==> src/rtl/mult_div_unit_pkg.sv <==
// Shared encodings and defaults for the iterative multiply/divide unit.
package mdu_pkg;

   localparam int WIDTH_DEF = 32;
   localparam int CNT_W_DEF = 6;

   typedef enum logic [1:0] {
      IDLE = 2'd0,
      MULT = 2'd1,
      DIV  = 2'd2,
      DONE = 2'd3
   } state_t;

   localparam logic OP_MULT = 1'b0;
   localparam logic OP_DIV  = 1'b1;

endpackage

==> src/rtl/mult_div_unit_if.sv <==
// Control-FSM side handshake and HI/LO result bus of the multiply/divide unit.
interface mult_div_unit_if
   import mdu_pkg::*;
#(
   parameter int WIDTH = WIDTH_DEF
);
   logic             start;
   logic             op;
   logic [WIDTH-1:0] a;
   logic [WIDTH-1:0] b;
   logic             busy;
   logic             done;
   logic             div0;
   logic [WIDTH-1:0] hi;
   logic [WIDTH-1:0] lo;

   modport master (output start, op, a, b, input busy, done, div0, hi, lo);
   modport slave  (input start, op, a, b, output busy, done, div0, hi, lo);
endinterface

==> src/rtl/mult_div_unit_datapath.sv <==
// Shared adder, A|Q|Q-1 shift register, iteration counter and sign fix for
// Booth multiply and restoring divide; HI/LO are held here.
module mdu_datapath
   import mdu_pkg::*;
#(
   parameter int WIDTH = WIDTH_DEF,
   parameter int CNT_W = CNT_W_DEF
) (
   input  logic             clk,
   input  logic             reset,
   input  logic             i_load,
   input  logic             i_op,
   input  logic             i_step,
   input  logic             i_finish,
   input  logic [WIDTH-1:0] i_a,
   input  logic [WIDTH-1:0] i_b,
   output logic             o_last,
   output logic [WIDTH-1:0] o_hi,
   output logic [WIDTH-1:0] o_lo
);
   localparam int PW = 2*WIDTH + 1;
   localparam int AW = WIDTH + 2;
   localparam logic [CNT_W-1:0] LAST_CNT = CNT_W'(WIDTH - 1);
   localparam logic [WIDTH-1:0] ONE      = WIDTH'(1);

   function automatic logic [WIDTH-1:0] cond_neg(input logic [WIDTH-1:0] v, input logic n);
      return n ? (~v + ONE) : v;
   endfunction

   logic [PW-1:0]    r_prod;
   logic [WIDTH-1:0] r_m;
   logic             r_op;
   logic             r_neg_q;
   logic             r_neg_r;
   logic [CNT_W-1:0] r_cnt;
   logic [WIDTH-1:0] r_hi;
   logic [WIDTH-1:0] r_lo;

   logic [WIDTH-1:0] w_acc;
   logic [WIDTH-1:0] w_q;
   logic             w_q1;
   logic [AW-1:0]    w_x;
   logic [AW-1:0]    w_y;
   logic             w_sub;
   logic [AW-1:0]    w_sum;
   logic             w_borrow;
   logic [PW-1:0]    w_prod_nxt;

   assign w_acc  = r_prod[PW-1:WIDTH+1];
   assign w_q    = r_prod[WIDTH:1];
   assign w_q1   = r_prod[0];
   assign o_last = (r_cnt == LAST_CNT);
   assign o_hi   = r_hi;
   assign o_lo   = r_lo;

   // One add/sub per iteration. The adder is two bits wider than the operands
   // so Booth on the most negative multiplicand cannot overflow A.
   always_comb begin
      w_x        = '0;
      w_y        = '0;
      w_sub      = 1'b0;
      w_sum      = '0;
      w_borrow   = 1'b0;
      w_prod_nxt = r_prod;
      if (r_op == OP_MULT) begin
         w_x = {w_acc[WIDTH-1], w_acc[WIDTH-1], w_acc};
         case ({w_q[0], w_q1})
            2'b01:   w_y = {r_m[WIDTH-1], r_m[WIDTH-1], r_m};
            2'b10: begin
               w_y   = {r_m[WIDTH-1], r_m[WIDTH-1], r_m};
               w_sub = 1'b1;
            end
            default: w_y = '0;
         endcase
         w_sum      = w_x + (w_sub ? ~w_y : w_y) + {{(AW-1){1'b0}}, w_sub};
         w_prod_nxt = {w_sum[WIDTH:0], w_q};
      end else begin
         w_x        = {1'b0, w_acc, w_q[WIDTH-1]};
         w_y        = {2'b00, r_m};
         w_sub      = 1'b1;
         w_sum      = w_x + ~w_y + {{(AW-1){1'b0}}, 1'b1};
         w_borrow   = w_sum[AW-1];
         w_prod_nxt = {(w_borrow ? w_x[WIDTH-1:0] : w_sum[WIDTH-1:0]),
                       w_q[WIDTH-2:0], ~w_borrow, 1'b0};
      end
   end

   // Operand capture, iteration and result write-back with sign fix.
   always_ff @(posedge clk or posedge reset) begin
      if (reset) begin
         r_prod  <= '0;
         r_m     <= '0;
         r_op    <= OP_MULT;
         r_neg_q <= 1'b0;
         r_neg_r <= 1'b0;
         r_cnt   <= '0;
         r_hi    <= '0;
         r_lo    <= '0;
      end else if (i_load) begin
         r_op    <= i_op;
         r_cnt   <= '0;
         r_neg_q <= i_a[WIDTH-1] ^ i_b[WIDTH-1];
         r_neg_r <= i_a[WIDTH-1];
         if (i_op == OP_MULT) begin
            r_m    <= i_a;
            r_prod <= {{WIDTH{1'b0}}, i_b, 1'b0};
         end else begin
            r_m    <= cond_neg(i_b, i_b[WIDTH-1]);
            r_prod <= {{WIDTH{1'b0}}, cond_neg(i_a, i_a[WIDTH-1]), 1'b0};
         end
      end else if (i_step) begin
         r_prod <= w_prod_nxt;
         r_cnt  <= r_cnt + CNT_W'(1);
         if (i_finish) begin
            if (r_op == OP_MULT) begin
               r_hi <= w_prod_nxt[PW-1:WIDTH+1];
               r_lo <= w_prod_nxt[WIDTH:1];
            end else begin
               r_hi <= cond_neg(w_prod_nxt[PW-1:WIDTH+1], r_neg_r);
               r_lo <= cond_neg(w_prod_nxt[WIDTH:1], r_neg_q);
            end
         end
      end
   end
endmodule

==> src/rtl/mult_div_unit.sv <==
// Iterative signed mult/div unit: control FSM with start/done handshake,
// registered status outputs, datapath holding HI/LO.
module mult_div_unit
   import mdu_pkg::*;
#(
   parameter int WIDTH = WIDTH_DEF,
   parameter int CNT_W = CNT_W_DEF
) (
   input  logic           clk,
   input  logic           reset,
   mult_div_unit_if.slave bus
);
   state_t r_state;
   logic   r_busy;
   logic   r_done;
   logic   r_div0;

   logic             w_b_zero;
   logic             w_load;
   logic             w_step;
   logic             w_finish;
   logic             w_last;
   logic [WIDTH-1:0] w_hi;
   logic [WIDTH-1:0] w_lo;

   assign w_b_zero = (bus.b == '0);

   // Datapath strobes decoded from the current state.
   always_comb begin
      w_load   = 1'b0;
      w_step   = 1'b0;
      w_finish = 1'b0;
      case (r_state)
         IDLE:      w_load = bus.start & ~((bus.op == OP_DIV) & w_b_zero);
         MULT, DIV: begin
            w_step   = 1'b1;
            w_finish = w_last;
         end
         default:   w_load = 1'b0;
      endcase
   end

   // Control FSM; busy/done/div0 are registered alongside the state.
   always_ff @(posedge clk or posedge reset) begin
      if (reset) begin
         r_state <= IDLE;
         r_busy  <= 1'b0;
         r_done  <= 1'b0;
         r_div0  <= 1'b0;
      end else begin
         case (r_state)
            IDLE: begin
               r_done <= 1'b0;
               r_div0 <= 1'b0;
               r_busy <= 1'b0;
               if (bus.start) begin
                  if ((bus.op == OP_DIV) && w_b_zero) begin
                     r_state <= DONE;
                     r_done  <= 1'b1;
                     r_div0  <= 1'b1;
                  end else if (bus.op == OP_DIV) begin
                     r_state <= DIV;
                     r_busy  <= 1'b1;
                  end else begin
                     r_state <= MULT;
                     r_busy  <= 1'b1;
                  end
               end else begin
                  r_state <= IDLE;
               end
            end
            MULT, DIV: begin
               if (w_last) begin
                  r_state <= DONE;
                  r_busy  <= 1'b0;
                  r_done  <= 1'b1;
               end else begin
                  r_state <= r_state;
               end
            end
            DONE: begin
               r_state <= IDLE;
               r_done  <= 1'b0;
               r_div0  <= 1'b0;
               r_busy  <= 1'b0;
            end
            default: begin
               r_state <= IDLE;
               r_busy  <= 1'b0;
               r_done  <= 1'b0;
               r_div0  <= 1'b0;
            end
         endcase
      end
   end

   mdu_datapath #(
      .WIDTH (WIDTH),
      .CNT_W (CNT_W)
   ) u_datapath (
      .clk      (clk),
      .reset    (reset),
      .i_load   (w_load),
      .i_op     (bus.op),
      .i_step   (w_step),
      .i_finish (w_finish),
      .i_a      (bus.a),
      .i_b      (bus.b),
      .o_last   (w_last),
      .o_hi     (w_hi),
      .o_lo     (w_lo)
   );

   assign bus.busy = r_busy;
   assign bus.done = r_done;
   assign bus.div0 = r_div0;
   assign bus.hi   = w_hi;
   assign bus.lo   = w_lo;
endmodule

==> src/flat_wrapper.sv <==
// flat-port wrapper written by rule: the top's interface ports become plain ports
module mult_div_unit_flat import mdu_pkg::*;
#(
   parameter int WIDTH = WIDTH_DEF,
   parameter int CNT_W = CNT_W_DEF
)
  (clk, reset, bus_start, bus_op, bus_a, bus_b, bus_busy, bus_done, bus_div0, bus_hi, bus_lo);
  mult_div_unit_if #(.WIDTH(WIDTH)) bus_i ();
  input  logic clk;
  input  logic reset;
  input wire logic [$bits(bus_i.start)-1:0] bus_start;
  input wire logic [$bits(bus_i.op)-1:0] bus_op;
  input wire logic [$bits(bus_i.a)-1:0] bus_a;
  input wire logic [$bits(bus_i.b)-1:0] bus_b;
  output wire logic [$bits(bus_i.busy)-1:0] bus_busy;
  output wire logic [$bits(bus_i.done)-1:0] bus_done;
  output wire logic [$bits(bus_i.div0)-1:0] bus_div0;
  output wire logic [$bits(bus_i.hi)-1:0] bus_hi;
  output wire logic [$bits(bus_i.lo)-1:0] bus_lo;
  assign bus_i.start = bus_start;
  assign bus_i.op = bus_op;
  assign bus_i.a = bus_a;
  assign bus_i.b = bus_b;
  assign bus_busy = bus_i.busy;
  assign bus_done = bus_i.done;
  assign bus_div0 = bus_i.div0;
  assign bus_hi = bus_i.hi;
  assign bus_lo = bus_i.lo;
  mult_div_unit #(.WIDTH(WIDTH), .CNT_W(CNT_W)) u_core (.clk(clk), .reset(reset), .bus(bus_i));
endmodule
==> config.mk <==
export PLATFORM = sky130hd
export DESIGN_NAME = mult_div_unit_flat
export DESIGN_NICKNAME = d
export VERILOG_FILES = /design/src/rtl/mult_div_unit_pkg.sv /design/src/rtl/mult_div_unit_if.sv /design/src/rtl/mult_div_unit_datapath.sv /design/src/rtl/mult_div_unit.sv /design/src/flat_wrapper.sv
export SDC_FILE = /design/constraint.sdc
export NUM_CORES = 1
export LEC_CHECK = 0
export CORE_MARGIN = 1
export CORE_UTILIZATION = 55
export DETAILED_ROUTE_END_ITERATION = 10
export GPL_TIMING_DRIVEN = 0
export HOLD_SLACK_MARGIN = 0.15
export PLACE_DENSITY_LB_ADDON = 0.3
export SLEW_MARGIN = 10
export SYNTH_ARGS = -nofsm -noshare
export SYNTH_HDL_FRONTEND = slang
export SYNTH_HIERARCHICAL = 1
export SYNTH_SLANG_ARGS = --single-unit
export TNS_END_PERCENT = 50
==> constraint.sdc <==
create_clock -name clk -period 7.4 [get_ports clk]
set_input_delay 1.48 -clock clk [delete_from_list [all_inputs] [get_ports clk]]
set_output_delay 1.48 -clock clk [all_outputs]
set_load 0.1 [all_outputs]
==> impl_metrics.json <==
{
  "path_common_cell": "buf_2",
  "worstPathCellList": "buf_2 > buf_2 > buf_2 > buf_2 > buf_1 > clkbuf_2 > buf_1 > clkbuf_2 > mux2i_1 > ha_1 > inv_1 > or4_4 > or4_1 > buf_2 > o31ai_1 > xor2_1 > o21ai_0",
  "start_util": 0.559,
  "grt.busiest_layer": "met2",
  "cp-start-kind": "register",
  "row_count": 62,
  "yosysWarningCount": 6,
  "syn_nets": 2173,
  "nets": 2326,
  "grt_util_met3": 0.108,
  "cts_tree": "done",
  "wl_per_cell_um": 23.1,
  "maxCapViolCount": 0,
  "yosys-mux-area-fraction": 0.0498,
  "antenna_found_initial": 7,
  "worstSetupEndpointType": "register",
  "dp_hpwl_um": 47600,
  "cts_hold_buf": 0,
  "synthAdderAreaFrac": 0.0600,
  "core_um2": 28800,
  "die_w_um": 173,
  "min_path_type": "register to register",
  "grt_max_degree": 119,
  "grtUsageTotal": 0.393,
  "most-common-layout-cells": "255 x nand2_1, 213 x o21ai_0, 175 x dfrtp_1",
  "io_pins": 135,
  "synth-simple-area-share": 0.205,
  "ys_types": 96,
  "slowest_delay_ns": 0.65,
  "synthXorXnorAreaFrac": 0.101,
  "htreeDepth": 4,
  "grt_pass1_wl_um": 89700,
  "cts.sinks": 175,
  "path_clk_slew_ns": 0.07,
  "vias": 17000,
  "min_period_ns": 7.18,
  "drv_slew": 0,
  "die_y_um": 173,
  "ctsResizeCount": 2,
  "yosysSeqAreaShare": 0.272,
  "crit_type": "register to register",
  "die-area_um2": 29900,
  "ant_nets": 0,
  "placed_area_um2": 18000,
  "drive_above_1_share": 0.0506,
  "place_congestion": 1.04,
  "synth-compound-area-share": 0.263,
  "ys_ff_latch": 175,
  "synth_area_um2": 16100,
  "ys.flop_type": "dfrtp_1",
  "fill_cells": 2511,
  "clock_skew_ns": 0.0158,
  "final_common_cell": "nand2_1",
  "synth_top_family_by_area": "compound AO/OA/AOI/OAI gates",
  "root_buffer": "clkbuf_16",
  "critPathRequiredTime_ns": 7.73,
  "critical_path_peak_fanout": 19,
  "rsz0062_at_grt": "no",
  "use_met2": 0.574,
  "via_per_inst": 6.58,
  "numCtsBuffers": 17,
  "first_pass_iters": 6,
  "setup_viol": 0,
  "use_met1": 0.533,
  "hold_violations": 0,
  "io_buffers": 134,
  "grt-ovfl-total": 0,
  "fmax_mhz": 139,
  "slowest_stage": "buf_1",
  "tightestPinTransition_ns": 1.05,
  "clock_latency_ns": 0.46,
  "avgSynthCellArea_um2": 7.93,
  "wl_um": 59700,
  "area_growth_pct": 15.2,
  "slew-limit-headroom": 0.301,
  "drc": 0,
  "stdcell_area_um2": 18500,
  "postSynthCellCount": 2029,
  "grt_pass1_vias": 15400,
  "cts_buffer_depth": 2,
  "post-cts-setup-buffer-count": 0,
  "min_period_over_period": 0.971,
  "async_flop_share": 1.00,
  "outcome": "completed",
  "worstPathArrival_ns": 7.51,
  "drtIter0Drc": 2241,
  "synth_edf_count": 0
}
-- routing by layer --
| metal | part of all wire | wire length, um |
|---|---|---|
| met1 | 0.41 | 24300 |
| met2 | 0.42 | 25100 |
| met3 | 0.12 | 7230 |
| met4 | 0.050 | 3010 |
| met5 | 0.00018 | 11 |
-- state kept, by name, indices dropped and copies added, names as in the netlist --
name,flops
u_core/bus.div0,1
u_core/u_datapath/r_neg_r,1
u_core/u_datapath/o_lo,32
u_core/u_datapath/r_m,32
u_core/u_datapath/r_cnt,6
u_core/bus.done,1
u_core/bus.busy,1
u_core/u_datapath/r_op,1
u_core/u_datapath/r_neg_q,1
u_core/u_datapath/o_hi,32
u_core/r_state,2
u_core/u_datapath/r_prod,65
-- kinds of logic (layout without fill, tap and decap cells) --
| kind of cell | Yosys count | after routing |
|---|---|---|
| xor+xnor | 186 | 186 |
| mux | 79 | 79 |
| buf+inv | 198 | 364 |
| compound gates | 641 | 641 |
| simple gates | 674 | 674 |
| fa+ha+maj | 76 | 76 |
| flops | 175 | 175 |
| other cells | 0 | 3 |
-- cells in the mapped netlist, types with 5 or more instances --
cell      number  share of area
mux2i_1       70          0.044
o41ai_1       12         0.0065
nand3_1       27         0.0084
or2_2          8         0.0031
dfrtp_1      175           0.27
nand2b_1      44          0.017
or4_1         15         0.0070
buf_2          9         0.0028
nor2_1       151          0.035
buf_1         19         0.0044
clkbuf_1      89          0.021
ha_1          74          0.058
inv_1         77          0.018
or3_1         18         0.0070
o211a_1        5         0.0031
o31a_1         6         0.0033
nor4_2         5         0.0039
nand2_1      255          0.059
o31ai_1       34          0.016
xor2_1        99          0.054
and2_1        17         0.0066
a221oi_1       9         0.0049
nand4_1       22         0.0086
a21o_1        33          0.015
o21a_1        12         0.0056
a31oi_1       20         0.0078
nor2b_1       18         0.0070
xnor2_1       87          0.047
nor4_1        18         0.0070
nor3_1        37          0.012
a21oi_1      110          0.034
mux2_2         9         0.0063
a21boi_0       5         0.0023
and3_1        15         0.0058
a211oi_1      31          0.014
o211ai_1      76          0.035
o21ai_0      213          0.066
-- critical path: cells and delay by family (launching register included) --
family	cells	cell delay (ns)
buffers and inverters	10	4.08
AOI/OAI and AO/OA	2	0.37
DFF	1	0.49
xor gates and xnor gates	1	0.21
and+or+nand+nor	2	1.10
adders and majority gates	1	0.23
muxes	1	0.52
-- worst paths after layout --
kind | startpoint | end | slack [ns] | cells after the start
max reg2reg | u_core/u_datapath/r_op | u_core/u_datapath/o_hi[30] | 0.22 | 17
min in group asynchronous | reset | u_core/bus.busy | 1.39 | 2
max in group asynchronous | reset | u_core/u_datapath/o_hi[7] | 5.00 | 3
min | u_core/u_datapath/o_hi[7] | u_core/u_datapath/o_hi[7] | 0.48 | 1
min reg2reg | u_core/u_datapath/o_hi[7] | u_core/u_datapath/o_hi[7] | 0.48 | 1
max | u_core/u_datapath/r_op | u_core/u_datapath/o_hi[30] | 0.22 | 17
-- layout make-up --
type | count | area [um^2] | area share
well taps | 384 | 480 | 0.0259
inverters | 77 | 297 | 0.0160
repair buffers | 135 | 1370 | 0.0738
diodes | 3 | 7.51 | 0.000405
clock buffers | 17 | 425 | 0.0229
flip-flops and latches | 175 | 4380 | 0.236
multi-input cells | 1656 | 10900 | 0.590
clock inverters | 15 | 165 | 0.00890
plain buffers | 120 | 488 | 0.0263
-- stage by stage --
stage / hold WS, ns / instances / setup slack, ns / setup TNS, ns / util
after floorplan: 0.489 / 2029 / 1.32 / 0 / -
final: 0.479 / 2582 / 0.218 / 0 / 0.644
after global routing: 0.502 / 2579 / 0.226 / 0 / 0.644
after CTS: 0.482 / 2579 / 0.537 / 0 / 0.644
after global placement: 0.459 / 2547 / -1.02 / -173.37 / 0.623
after detailed placement: 0.466 / 2548 / -0.503 / -2.98 / 0.624
Power is not shown: default switching activity piles up to over one toggle a cycle in this logic, so the estimate is an artifact.
